$ cat config.mk
export PLATFORM = sky130hd
export DESIGN_NAME = coin_accumulator_flat
export DESIGN_NICKNAME = d
export VERILOG_FILES = /design/src/rtl/vm_pkg.sv /design/src/rtl/coin_accumulator_if.sv /design/src/rtl/coin_accumulator_chk.sv /design/src/rtl/coin_accumulator_idle_timer.sv /design/src/rtl/coin_accumulator.sv /design/src/flat_wrapper.sv
export SDC_FILE = /design/constraint.sdc
export NUM_CORES = 1
export LEC_CHECK = 0
export CORE_MARGIN = 4
export CORE_UTILIZATION = 35
export DETAILED_ROUTE_END_ITERATION = 16
export PLACE_DENSITY_LB_ADDON = 0.2
export SLEW_MARGIN = 25
export SYNTH_ARGS = -nofsm -noshare
export SYNTH_HDL_FRONTEND = slang
export SYNTH_SLANG_ARGS = --single-unit
export TNS_END_PERCENT = 10
$ cat constraint.sdc
create_clock -name clk_i -period 5.4 [get_ports clk_i]
set_clock_uncertainty 0.2 [all_clocks]
set_input_delay 0.54 -clock clk_i [delete_from_list [all_inputs] [get_ports clk_i]]
set_output_delay 0.54 -clock clk_i [all_outputs]
set_load 0.02 [all_outputs]
$ cat src/rtl/vm_pkg.sv
// Shared definitions for the vending datapath: coin values, price, credit width
// and the accumulator state encoding.
package vm_pkg;

    localparam int TOTAL_W = 6;

    localparam logic [TOTAL_W-1:0] NICKEL_VAL  = 6'd5;
    localparam logic [TOTAL_W-1:0] DIME_VAL    = 6'd10;
    localparam logic [TOTAL_W-1:0] QUARTER_VAL = 6'd25;
    localparam logic [TOTAL_W-1:0] PRICE       = 6'd20;
    localparam logic [TOTAL_W-1:0] MAX_TOTAL   = 6'd40;

    typedef enum logic [1:0] {
        IDLE    = 2'd0,
        COLLECT = 2'd1,
        VEND    = 2'd2
    } acc_state_t;

    // Credit of a strobe vector {quarter, dime, nickel}; zero unless exactly one is set.
    function automatic logic [TOTAL_W-1:0] coin_value(input logic [2:0] coins);
        logic [TOTAL_W-1:0] val;
        case (coins)
            3'b001:  val = NICKEL_VAL;
            3'b010:  val = DIME_VAL;
            3'b100:  val = QUARTER_VAL;
            default: val = 6'd0;
        endcase
        return val;
    endfunction

    function automatic logic coin_legal(input logic [2:0] coins);
        logic ok;
        case (coins)
            3'b001, 3'b010, 3'b100: ok = 1'b1;
            default:                ok = 1'b0;
        endcase
        return ok;
    endfunction

endpackage

$ cat src/rtl/coin_accumulator_if.sv
// Coin-side and comparator-side signals of the accumulator; the slave modport
// is the accumulator's view.
interface coin_accumulator_if;
    import vm_pkg::*;

    logic               nickel_i;
    logic               dime_i;
    logic               quarter_i;
    logic               valid_i;
    logic [TOTAL_W-1:0] total_o;
    logic               vend_o;
    logic               reject_o;
    logic               refund_o;
    logic [TOTAL_W-1:0] refund_amt_o;

    modport slave (
        input  nickel_i, dime_i, quarter_i, valid_i,
        output total_o, vend_o, reject_o, refund_o, refund_amt_o
    );

    modport master (
        output nickel_i, dime_i, quarter_i, valid_i,
        input  total_o, vend_o, reject_o, refund_o, refund_amt_o
    );

endinterface

$ cat src/rtl/coin_accumulator_chk.sv
// Invariants of the accumulator: credit never exceeds the largest reachable sum,
// the adder never carries, and a vend always carries at least the price.
module coin_accumulator_chk
    import vm_pkg::*;
(
    input logic               clk_i,
    input logic               rst_i,
    input logic [TOTAL_W-1:0] total_i,
    input logic               carry_i,
    input logic               vend_i,
    input logic               refund_i
);

    a_total_max: assert property (@(posedge clk_i) disable iff (rst_i)
        total_i <= MAX_TOTAL);

    a_no_carry: assert property (@(posedge clk_i) disable iff (rst_i)
        !carry_i);

    a_vend_price: assert property (@(posedge clk_i) disable iff (rst_i)
        vend_i |-> (total_i >= PRICE));

    a_vend_refund_excl: assert property (@(posedge clk_i) disable iff (rst_i)
        !(vend_i && refund_i));

endmodule

$ cat src/rtl/coin_accumulator_idle_timer.sv
// Coin-inactivity counter: clears on clr_i, counts on en_i and saturates at the
// last cycle, where expired_o is raised.
module idle_timer #(
    parameter int TIMEOUT_CYC = 1000
) (
    input  logic clk_i,
    input  logic rst_i,
    input  logic clr_i,
    input  logic en_i,
    output logic expired_o
);

    localparam int              CNT_W = $clog2(TIMEOUT_CYC);
    localparam logic [CNT_W-1:0] LAST = CNT_W'(TIMEOUT_CYC - 1);

    logic [CNT_W-1:0] count_q;
    logic [CNT_W-1:0] count_d;

    // Next count: clear wins, then increment until the last cycle.
    always_comb begin
        count_d = count_q;
        if (clr_i) begin
            count_d = '0;
        end else if (en_i && (count_q != LAST)) begin
            count_d = count_q + {{(CNT_W-1){1'b0}}, 1'b1};
        end else begin
            count_d = count_q;
        end
    end

    // Counter register.
    always_ff @(posedge clk_i) begin
        if (rst_i) begin
            count_q <= '0;
        end else begin
            count_q <= count_d;
        end
    end

    assign expired_o = (count_q == LAST);

endmodule

$ cat src/rtl/coin_accumulator.sv
// Credit accumulator in front of the price comparator: sums coins, vends when the
// comparator reports enough credit, refunds after inactivity, rejects bad coins.
module coin_accumulator
    import vm_pkg::*;
#(
    parameter int TIMEOUT_CYC = 1000
) (
    input  logic              clk_i,
    input  logic              rst_i,
    coin_accumulator_if.slave bus
);

    acc_state_t         state_q, state_d;
    logic [TOTAL_W-1:0] total_q, total_d;
    logic               vend_q, vend_d;
    logic               reject_q, reject_d;
    logic               refund_q, refund_d;
    logic [TOTAL_W-1:0] refund_amt_q, refund_amt_d;

    logic [2:0]         coins_s;
    logic               coin_any_s;
    logic               coin_ok_s;
    logic [TOTAL_W-1:0] coin_val_s;
    logic [TOTAL_W:0]   sum_s;
    logic               timer_clr_s;
    logic               timer_en_s;
    logic               expired_s;

    assign coins_s    = {bus.quarter_i, bus.dime_i, bus.nickel_i};
    assign coin_any_s = |coins_s;
    assign coin_ok_s  = coin_legal(coins_s);
    assign coin_val_s = coin_value(coins_s);
    assign sum_s      = {1'b0, total_q} + {1'b0, coin_val_s};

    idle_timer #(
        .TIMEOUT_CYC (TIMEOUT_CYC)
    ) u_idle_timer (
        .clk_i     (clk_i),
        .rst_i     (rst_i),
        .clr_i     (timer_clr_s),
        .en_i      (timer_en_s),
        .expired_o (expired_s)
    );

    // Next state and next registered outputs.
    always_comb begin
        state_d      = state_q;
        total_d      = total_q;
        vend_d       = 1'b0;
        reject_d     = 1'b0;
        refund_d     = 1'b0;
        refund_amt_d = '0;
        timer_clr_s  = 1'b1;
        timer_en_s   = 1'b0;
        case (state_q)
            IDLE: begin
                if (coin_ok_s) begin
                    total_d = sum_s[TOTAL_W-1:0];
                    state_d = COLLECT;
                end else begin
                    total_d  = '0;
                    reject_d = coin_any_s;
                end
            end
            COLLECT: begin
                if (bus.valid_i) begin
                    // Credit is frozen until the vend completes; late coins go back.
                    state_d  = VEND;
                    vend_d   = 1'b1;
                    reject_d = coin_any_s;
                end else if (coin_ok_s) begin
                    total_d = sum_s[TOTAL_W-1:0];
                end else begin
                    reject_d    = coin_any_s;
                    timer_clr_s = 1'b0;
                    timer_en_s  = 1'b1;
                    if (expired_s) begin
                        refund_d     = 1'b1;
                        refund_amt_d = total_q;
                        total_d      = '0;
                        state_d      = IDLE;
                    end else begin
                        refund_d = 1'b0;
                    end
                end
            end
            VEND: begin
                reject_d = coin_any_s;
                total_d  = '0;
                state_d  = IDLE;
            end
            default: begin
                total_d = '0;
                state_d = IDLE;
            end
        endcase
    end

    // State and output registers.
    always_ff @(posedge clk_i) begin
        if (rst_i) begin
            state_q      <= IDLE;
            total_q      <= '0;
            vend_q       <= 1'b0;
            reject_q     <= 1'b0;
            refund_q     <= 1'b0;
            refund_amt_q <= '0;
        end else begin
            state_q      <= state_d;
            total_q      <= total_d;
            vend_q       <= vend_d;
            reject_q     <= reject_d;
            refund_q     <= refund_d;
            refund_amt_q <= refund_amt_d;
        end
    end

    assign bus.total_o      = total_q;
    assign bus.vend_o       = vend_q;
    assign bus.reject_o     = reject_q;
    assign bus.refund_o     = refund_q;
    assign bus.refund_amt_o = refund_amt_q;

    coin_accumulator_chk u_chk (
        .clk_i    (clk_i),
        .rst_i    (rst_i),
        .total_i  (total_q),
        .carry_i  (sum_s[TOTAL_W]),
        .vend_i   (vend_q),
        .refund_i (refund_q)
    );

endmodule

$ cat src/flat_wrapper.sv
// flat-port wrapper written by rule: the top's interface ports become plain ports
module coin_accumulator_flat import vm_pkg::*;
#(
    parameter int TIMEOUT_CYC = 1000
)
  (clk_i, rst_i, bus_nickel_i, bus_dime_i, bus_quarter_i, bus_valid_i, bus_total_o, bus_vend_o, bus_reject_o, bus_refund_o, bus_refund_amt_o);
  coin_accumulator_if bus_i ();
  input  logic clk_i;
  input  logic rst_i;
  input wire logic [$bits(bus_i.nickel_i)-1:0] bus_nickel_i;
  input wire logic [$bits(bus_i.dime_i)-1:0] bus_dime_i;
  input wire logic [$bits(bus_i.quarter_i)-1:0] bus_quarter_i;
  input wire logic [$bits(bus_i.valid_i)-1:0] bus_valid_i;
  output wire logic [$bits(bus_i.total_o)-1:0] bus_total_o;
  output wire logic [$bits(bus_i.vend_o)-1:0] bus_vend_o;
  output wire logic [$bits(bus_i.reject_o)-1:0] bus_reject_o;
  output wire logic [$bits(bus_i.refund_o)-1:0] bus_refund_o;
  output wire logic [$bits(bus_i.refund_amt_o)-1:0] bus_refund_amt_o;
  assign bus_i.nickel_i = bus_nickel_i;
  assign bus_i.dime_i = bus_dime_i;
  assign bus_i.quarter_i = bus_quarter_i;
  assign bus_i.valid_i = bus_valid_i;
  assign bus_total_o = bus_i.total_o;
  assign bus_vend_o = bus_i.vend_o;
  assign bus_reject_o = bus_i.reject_o;
  assign bus_refund_o = bus_i.refund_o;
  assign bus_refund_amt_o = bus_i.refund_amt_o;
  coin_accumulator #(.TIMEOUT_CYC(TIMEOUT_CYC)) u_core (.clk_i(clk_i), .rst_i(rst_i), .bus(bus_i));
endmodule
# Word-level counts from Yosys, hierarchy flattened
# Index checks and enable logic that the tools add are counted.
[totals]
register_bits = 27
in_bits = 6
word_cells = 56
[classes]
n_reduce_logical = 10
n_eq_ne = 12
addsub = 2
bitwise = 2
mux = 23
[op_table]
columns = ["cell", "count"]
rows = [
  ["6-bit two-way mux", 4],
  ["5-bit case mux with 3 select lines", 1],
  ["6-bit case mux with 2 select lines", 1],
  ["1-bit two-way mux", 11],
  ["10-bit by 1-bit adder with 10-bit output, second input constant", 1],
  ["10-bit equality test, second input constant", 1],
  ["10-bit != test, second input constant", 1],
  ["2-bit two-way mux", 4],
  ["6-bit by 5-bit adder with 6-bit output", 1],
  ["3-bit OR reduction", 2],
  ["5-bit OR reduction", 1],
  ["2-bit case mux with 2 select lines", 1],
  ["2-bit OR reduction", 2],
  ["4-bit OR reduction", 1],
  ["3-bit by 1-bit equality test with 1-bit output, second input constant", 1],
  ["3-bit by 2-bit equality test with 1-bit output, second input constant", 1],
  ["3-bit equality test, second input constant", 1],
  ["3-bit by 1-bit != test with 1-bit output, second input constant", 1],
  ["3-bit by 2-bit != test with 1-bit output, second input constant", 1],
  ["3-bit != test, second input constant", 1],
  ["1-bit case mux with 3 select lines", 1],
  ["3-bit AND reduction", 1],
  ["2-bit by 1-bit equality test with 1-bit output, second input constant", 1],
  ["2-bit equality test, second input constant", 1],
  ["other kinds (6)", 7],
]

# Logic depth before layout (Yosys ltp)
[depth]
ltp_word = 7
mapped_depth = 9
depth_no_buf = 8

# Cells and area by module
# Synthesis repeated with hierarchy kept, for this count alone.
[hier_totals]
cells_unflattened = 141
area_unflattened_um2 = 1303.8
[by_module_without_submodules]
columns = ["mod", "seq_area_each_um2", "cells_per_inst", "area_per_inst_um2", "n_inst"]
rows = [
  ["coin_accumulator", 340.3, 83, 798.3, 1],
  ["idle_timer", 200.2, 58, 505.5, 1],
]

# Worst setup path after synthesis
# OpenSTA, ideal clock, no wires.
[synth_path]
path_type = "in2reg"
startpoint = "input port bus_dime_i"
endpoint = "register u_core.total_q[5], in the netlist u_core.bus.total_o[5]"
stages = 8
setup_slack_ps = 2948
path_buffers = 1
arrival_ps = 2189
setup_time_ps = 63
cell_sequence = "or3b_2 > buf_6 > nand2_1 > ha_1 > a211oi_1 > o21a_1 > or4b_1 > nand3_1"
[synth_via]
elab_chain_len = 6
[synth_lines]
columns = ["item", "line", "source"]
rows = [
  ["from (decl)", "flat_wrapper.sv:11", "input wire logic [$bits(bus_i.dime_i)-1:0] bus_dime_i;"],
  ["3-bit equality test (tied with other cells)", "vm_pkg.sv:22, vm_pkg.sv:33", ""],
  ["5-bit case mux with 3 select lines or 3-bit OR reduction (tied branches)", "vm_pkg.sv:22, vm_pkg.sv:33", ""],
  ["6-bit by 5-bit adder with 6-bit output or 1-bit two-way mux (tied branches)", "coin_accumulator.sv:33, vm_pkg.sv:33", ""],
  ["6-bit two-way mux", "coin_accumulator.sv:71", "end else if (coin_ok_s) begin"],
  ["6-bit two-way mux", "coin_accumulator.sv:66", "if (bus.valid_i) begin"],
  ["6-bit case mux with 2 select lines", "coin_accumulator.sv:55", "case (state_q)"],
  ["to (signal assigned)", "coin_accumulator.sv:110", "total_q <= total_d;"],
  ["to (decl)", "coin_accumulator.sv:14", "logic [TOTAL_W-1:0] total_q, total_d;"],
]
# Parallel ways exist; a longest one is shown, timed or not. The select of a mux whose other input is x is not followed.
# A chain may end at the register's enable or synchronous reset.

# Final worst setup path
[layout_path]
startpoint = "input port bus_dime_i"
endpoint = "register u_core.u_idle_timer.count_q[6]"
[layout_via]
elab_chain_len = 7
[layout_lines]
columns = ["item", "line", "source"]
rows = [
  ["3-bit by 1-bit equality test with 1-bit output (tied with other cells)", "vm_pkg.sv:33", "case (coins)"],
  ["3-bit OR reduction *", "vm_pkg.sv:33", ""],
  ["1-bit two-way mux *", "vm_pkg.sv:33", ""],
  ["1-bit two-way mux", "coin_accumulator.sv:71", ""],
  ["1-bit two-way mux", "coin_accumulator.sv:66", ""],
  ["1-bit two-way mux", "coin_accumulator.sv:55", ""],
  ["2-bit OR reduction (no source line) or 1-bit logical AND (tied branches)", "n/a", ""],
  ["to (signal assigned)", "coin_accumulator_idle_timer.sv:36", "count_q <= count_d;"],
  ["to (decl)", "coin_accumulator_idle_timer.sv:16", "logic [CNT_W-1:0] count_q;"],
]
# Every way passes the cells marked *; elsewhere a longest branch is shown, timed or not.

==> results.txt <==
The flow ran to the end, and the final reports show no timing, DRC or antenna violations. The I/O pin total is 21. The total of max-cap violations is 0.

The clock period minus final worst setup slack came out at roughly 2.9 ns. VDD sags by at most 0.142 mV. The initialized floorplan defines 22 standard-cell rows. The upper clock frequency limit came out at between 0.3 and 0.4 GHz. The length of the first detailed-routing pass in iterations is 4.

Power spread over the standard cell area amounts to approximately 220 nW/um^2. The proportion of synthesized area in mux cells came out at 0%. The cell taking the most area after synthesis is dfxtp_1. The post-synthesis share of cell area spent on full adders, half adders and majority gates is slightly below 7%. The layout cell share with drive strength beyond 1 is roughly 5.3%.

Counting along the longest clock path gives a buffer depth of 2. The library cell used most frequently in the layout, excluding fill and tap cells, is dfxtp_1. The global placement routability congestion came out at 0.835.

The starting density of the core came out at between 30 and 40%. Of the synthesized area, sequential elements account for 38.5%. The signal on the critical path passes through clkdlybuf4s50_1, or3b_1, nand4_1, or4_1, a21oi_1. The CTS buffer count came out at 3. The compound-cell area share of the yosys netlist came out at 22.1%.

The element type at the critical path start is an input pin. The core utilization of the finished layout came out at 44.1%. By startpoint and endpoint, the worst setup path is classified as in -> reg. The worst stage delay on the critical path came out at 0.70 ns. The worst path arrival time came out at between 2 and 3 ns. The relative max-transition margin is 46.3%.

Fill cells in the final layout number 347. Setup repair after global routing left no endpoint under its margin. The cell count after synthesis came out at 156. A synthesized cell averages 9.01 um^2. In the layout the commonest cells are 27 x dfxtp_1, 20 x clkdlybuf4s50_1, 15 x a21oi_1. Port buffering added 20 buffers. The buffer count from post-CTS setup fixing is 0. The leakage power figure came out at 0.000604 uW. The number of endpoints failing setup at the final stage came out at 0. The number of register bits inferred by synthesis is 27. The count of endpoints failing hold in the final timing report came out at 0. The min-delay analysis places its worst path in the category reg -> reg. By area the synthesized netlist is led by dfxtp_1 38%, a21oi_1 5.3%, ha_1 5.3%. STA classifies the critical path endpoint as a flop.

The CTS H-tree depth is 1. Of the available clock period, the critical path in the final layout requires 52.8%. The max-slew violation total from the final report is 0. In this run the vertical extent of the chip is 71.4 um. The number of synthesized flops with an enable pin is 0. The clock sink total came out at 27. The final-stage net count is 184. Once the clock tree was built, the resizer swapped 0 gates to a different size. The number of antenna diodes is 0. The total length of routed wires came out at 3010 um. The maximum number of pins on one net before global-route repair came out at 21. The basic-gate share of the synthesized area counting and, or, nand and nor cells is 23.8%. TritonCTS built the clock tree. The per-cell routed wire length came out at 13.8 um. The Yosys step of the flow raised 0 warnings.

The area fraction of the dominant cell type after synthesis is 38.5%. The hold buffer count at CTS is 0. After synthesis, the largest family of logic cells by area is simple AND/OR/NAND/NOR gates. The first-pass GRT wire length came out at around 5300 um. The first routing iteration left 69 violations. The transition time of the tightest slew-check pin came out at 0.798 ns. Clock-pin slew was measured on the worst setup and hold paths at around 0.10 ns. After Yosys synthesis, XOR and XNOR cells account for 2.49% of the synthesized area. The number of routed nets with antenna violations came out at 0.

The largest fanout on the critical path came out at 20. After routing, the total negative slack on setup checks comes to 0 ns. The overflow left after global routing came out at 0. The total standard cell area after synthesis came out at 1410 um^2.

The required arrival time at the worst endpoint is 5.41 ns. Counting every net in the synthesized netlist gives 169. The clock latency at the later pin of the worst-skew pair is 0.28 ns. In this run the standard cell core region covers between 3000 and 4000 um^2. Global routing used roughly an eighth of the available tracks across all layers.

The average vias per placed instance came out at around 5.6. Counting distinct cell types in the post-synthesis netlist gives 41. The layout-stage area growth over the synthesis result came out at 18.3%.

Among all flip-flop cells after synthesis, the most frequent one is dfxtp_1. The cell sitting at the root of the clock tree is a clkbuf_8. The horizontal die dimension came out at 71.4 um.

The via total after detailed routing came out at 1227. For this run, design rule violations remaining after detail routing come to 0. The async set or reset register ratio after synthesis came out at 0%. The cell with the largest stage delay on the worst path is or4_1. Detailed placement finished with a half-perimeter wire length of 2240 um. The die area is 5090 um^2. The number of antenna violations at the first check in global routing came out at 0.

The number of global-route vias before repair is approximately 1200.
==> metal layers <==
layer / vias to the layer above / global-route usage, % / routed length [um]
li1: 612 / - / -
met1: 577 / 16.4 / 1350
met2: 34 / 21.4 / 1450
met3: 4 / 3.51 / 187
met4: 0 / 2.51 / 24
met5: - / 0 / 0
==> synth_stat cells, types with 2 or more instances <==
library cell and instances:
dfxtp_1 27, a21oi_1 15, inv_1 9, nor3_1 9
or4_1 8, ha_1 6, o31ai_1 6, nand3_1 5
nor2_1 5, o21a_1 5, nand2_1 4, o21ai_0 4
or3_1 4, a21o_1 3, a22o_1 3, and3_1 3
buf_2 3, clkbuf_1 3, nand4_1 3, buf_1 2
buf_6 2, nor3b_1 2, nor4_1 2, o311ai_0 2
or2_1 2, or3b_1 2, xnor2_1 2, xor2_1 2
==> sequential cells by signal (all words and copies together), names as in the netlist <==
| register | flops |
|---|---|
| u_core.bus.refund_amt_o | 6 |
| u_core.bus.refund_o | 1 |
| u_core.bus.reject_o | 1 |
| u_core.bus.total_o | 6 |
| u_core.bus.vend_o | 1 |
| u_core.state_q | 2 |
| u_core.u_idle_timer.count_q | 10 |
==> per-stage QoR <==
stage                     hold slack, ns  area, um^2  std cells  power, uW  setup slack, ns
after detailed placement           0.280        1610        214        250             2.29
after global placement             0.266        1610        214        249             2.38
after global routing               0.328        1660        218        387             2.29
after floorplan                    0.252        1410        156        237             2.95
final                              0.298        1660        218        365             2.55
after CTS                          0.295        1660        218        371             2.59
==> report_power, final <==
part | leakage, uW | switching (uW) | internal [uW] | total, uW
Sequential | 0.000218 | 3.06 | 202 | 205
Clock | 0.0000217 | 67.0 | 52.5 | 119
Combinational | 0.000364 | 23.0 | 17.2 | 40.2
Total | 0.000604 | 93.1 | 272 | 365
==> kinds of logic (layout without fill, tap and decap cells) <==
group | after synthesis | in the layout
AND/OR/NAND/NOR | 55 | 55
AO/OA/AOI/OAI | 44 | 44
flip-flops | 27 | 27
buffers and inverters | 19 | 33
adder cells (fa/ha/maj) | 7 | 7
XOR/XNOR | 4 | 4
==> cell type report <==
type	count	area, um^2	area share [%]
repair buffers	20	200	12.0
flip-flops and latches	27	541	32.5
clock buffers	3	41.3	2.48
clock inverters	1	7.51	0.451
inverters	9	33.8	2.03
multi-input cells	110	779	46.9
well taps	48	60.1	3.61
==> worst paths after layout <==
path              slack [ns]                            from  depth (start not counted)                        endpoint
hold / removal          0.30  u_core.u_idle_timer.count_q[9]                          2  u_core.u_idle_timer.count_q[9]
setup reg to reg        3.04               u_core.state_q[0]                          4  u_core.u_idle_timer.count_q[6]
hold reg to reg         0.30  u_core.u_idle_timer.count_q[9]                          2  u_core.u_idle_timer.count_q[9]
setup / recovery        2.55                      bus_dime_i                          5  u_core.u_idle_timer.count_q[6]
==> critical path, delay by kind of cell <==
kind	cells	cell delay (ns)
compound gates	1	0.16
buf+inv	1	0.55
simple gates	3	1.61
(Power assumes the default switching activity.)
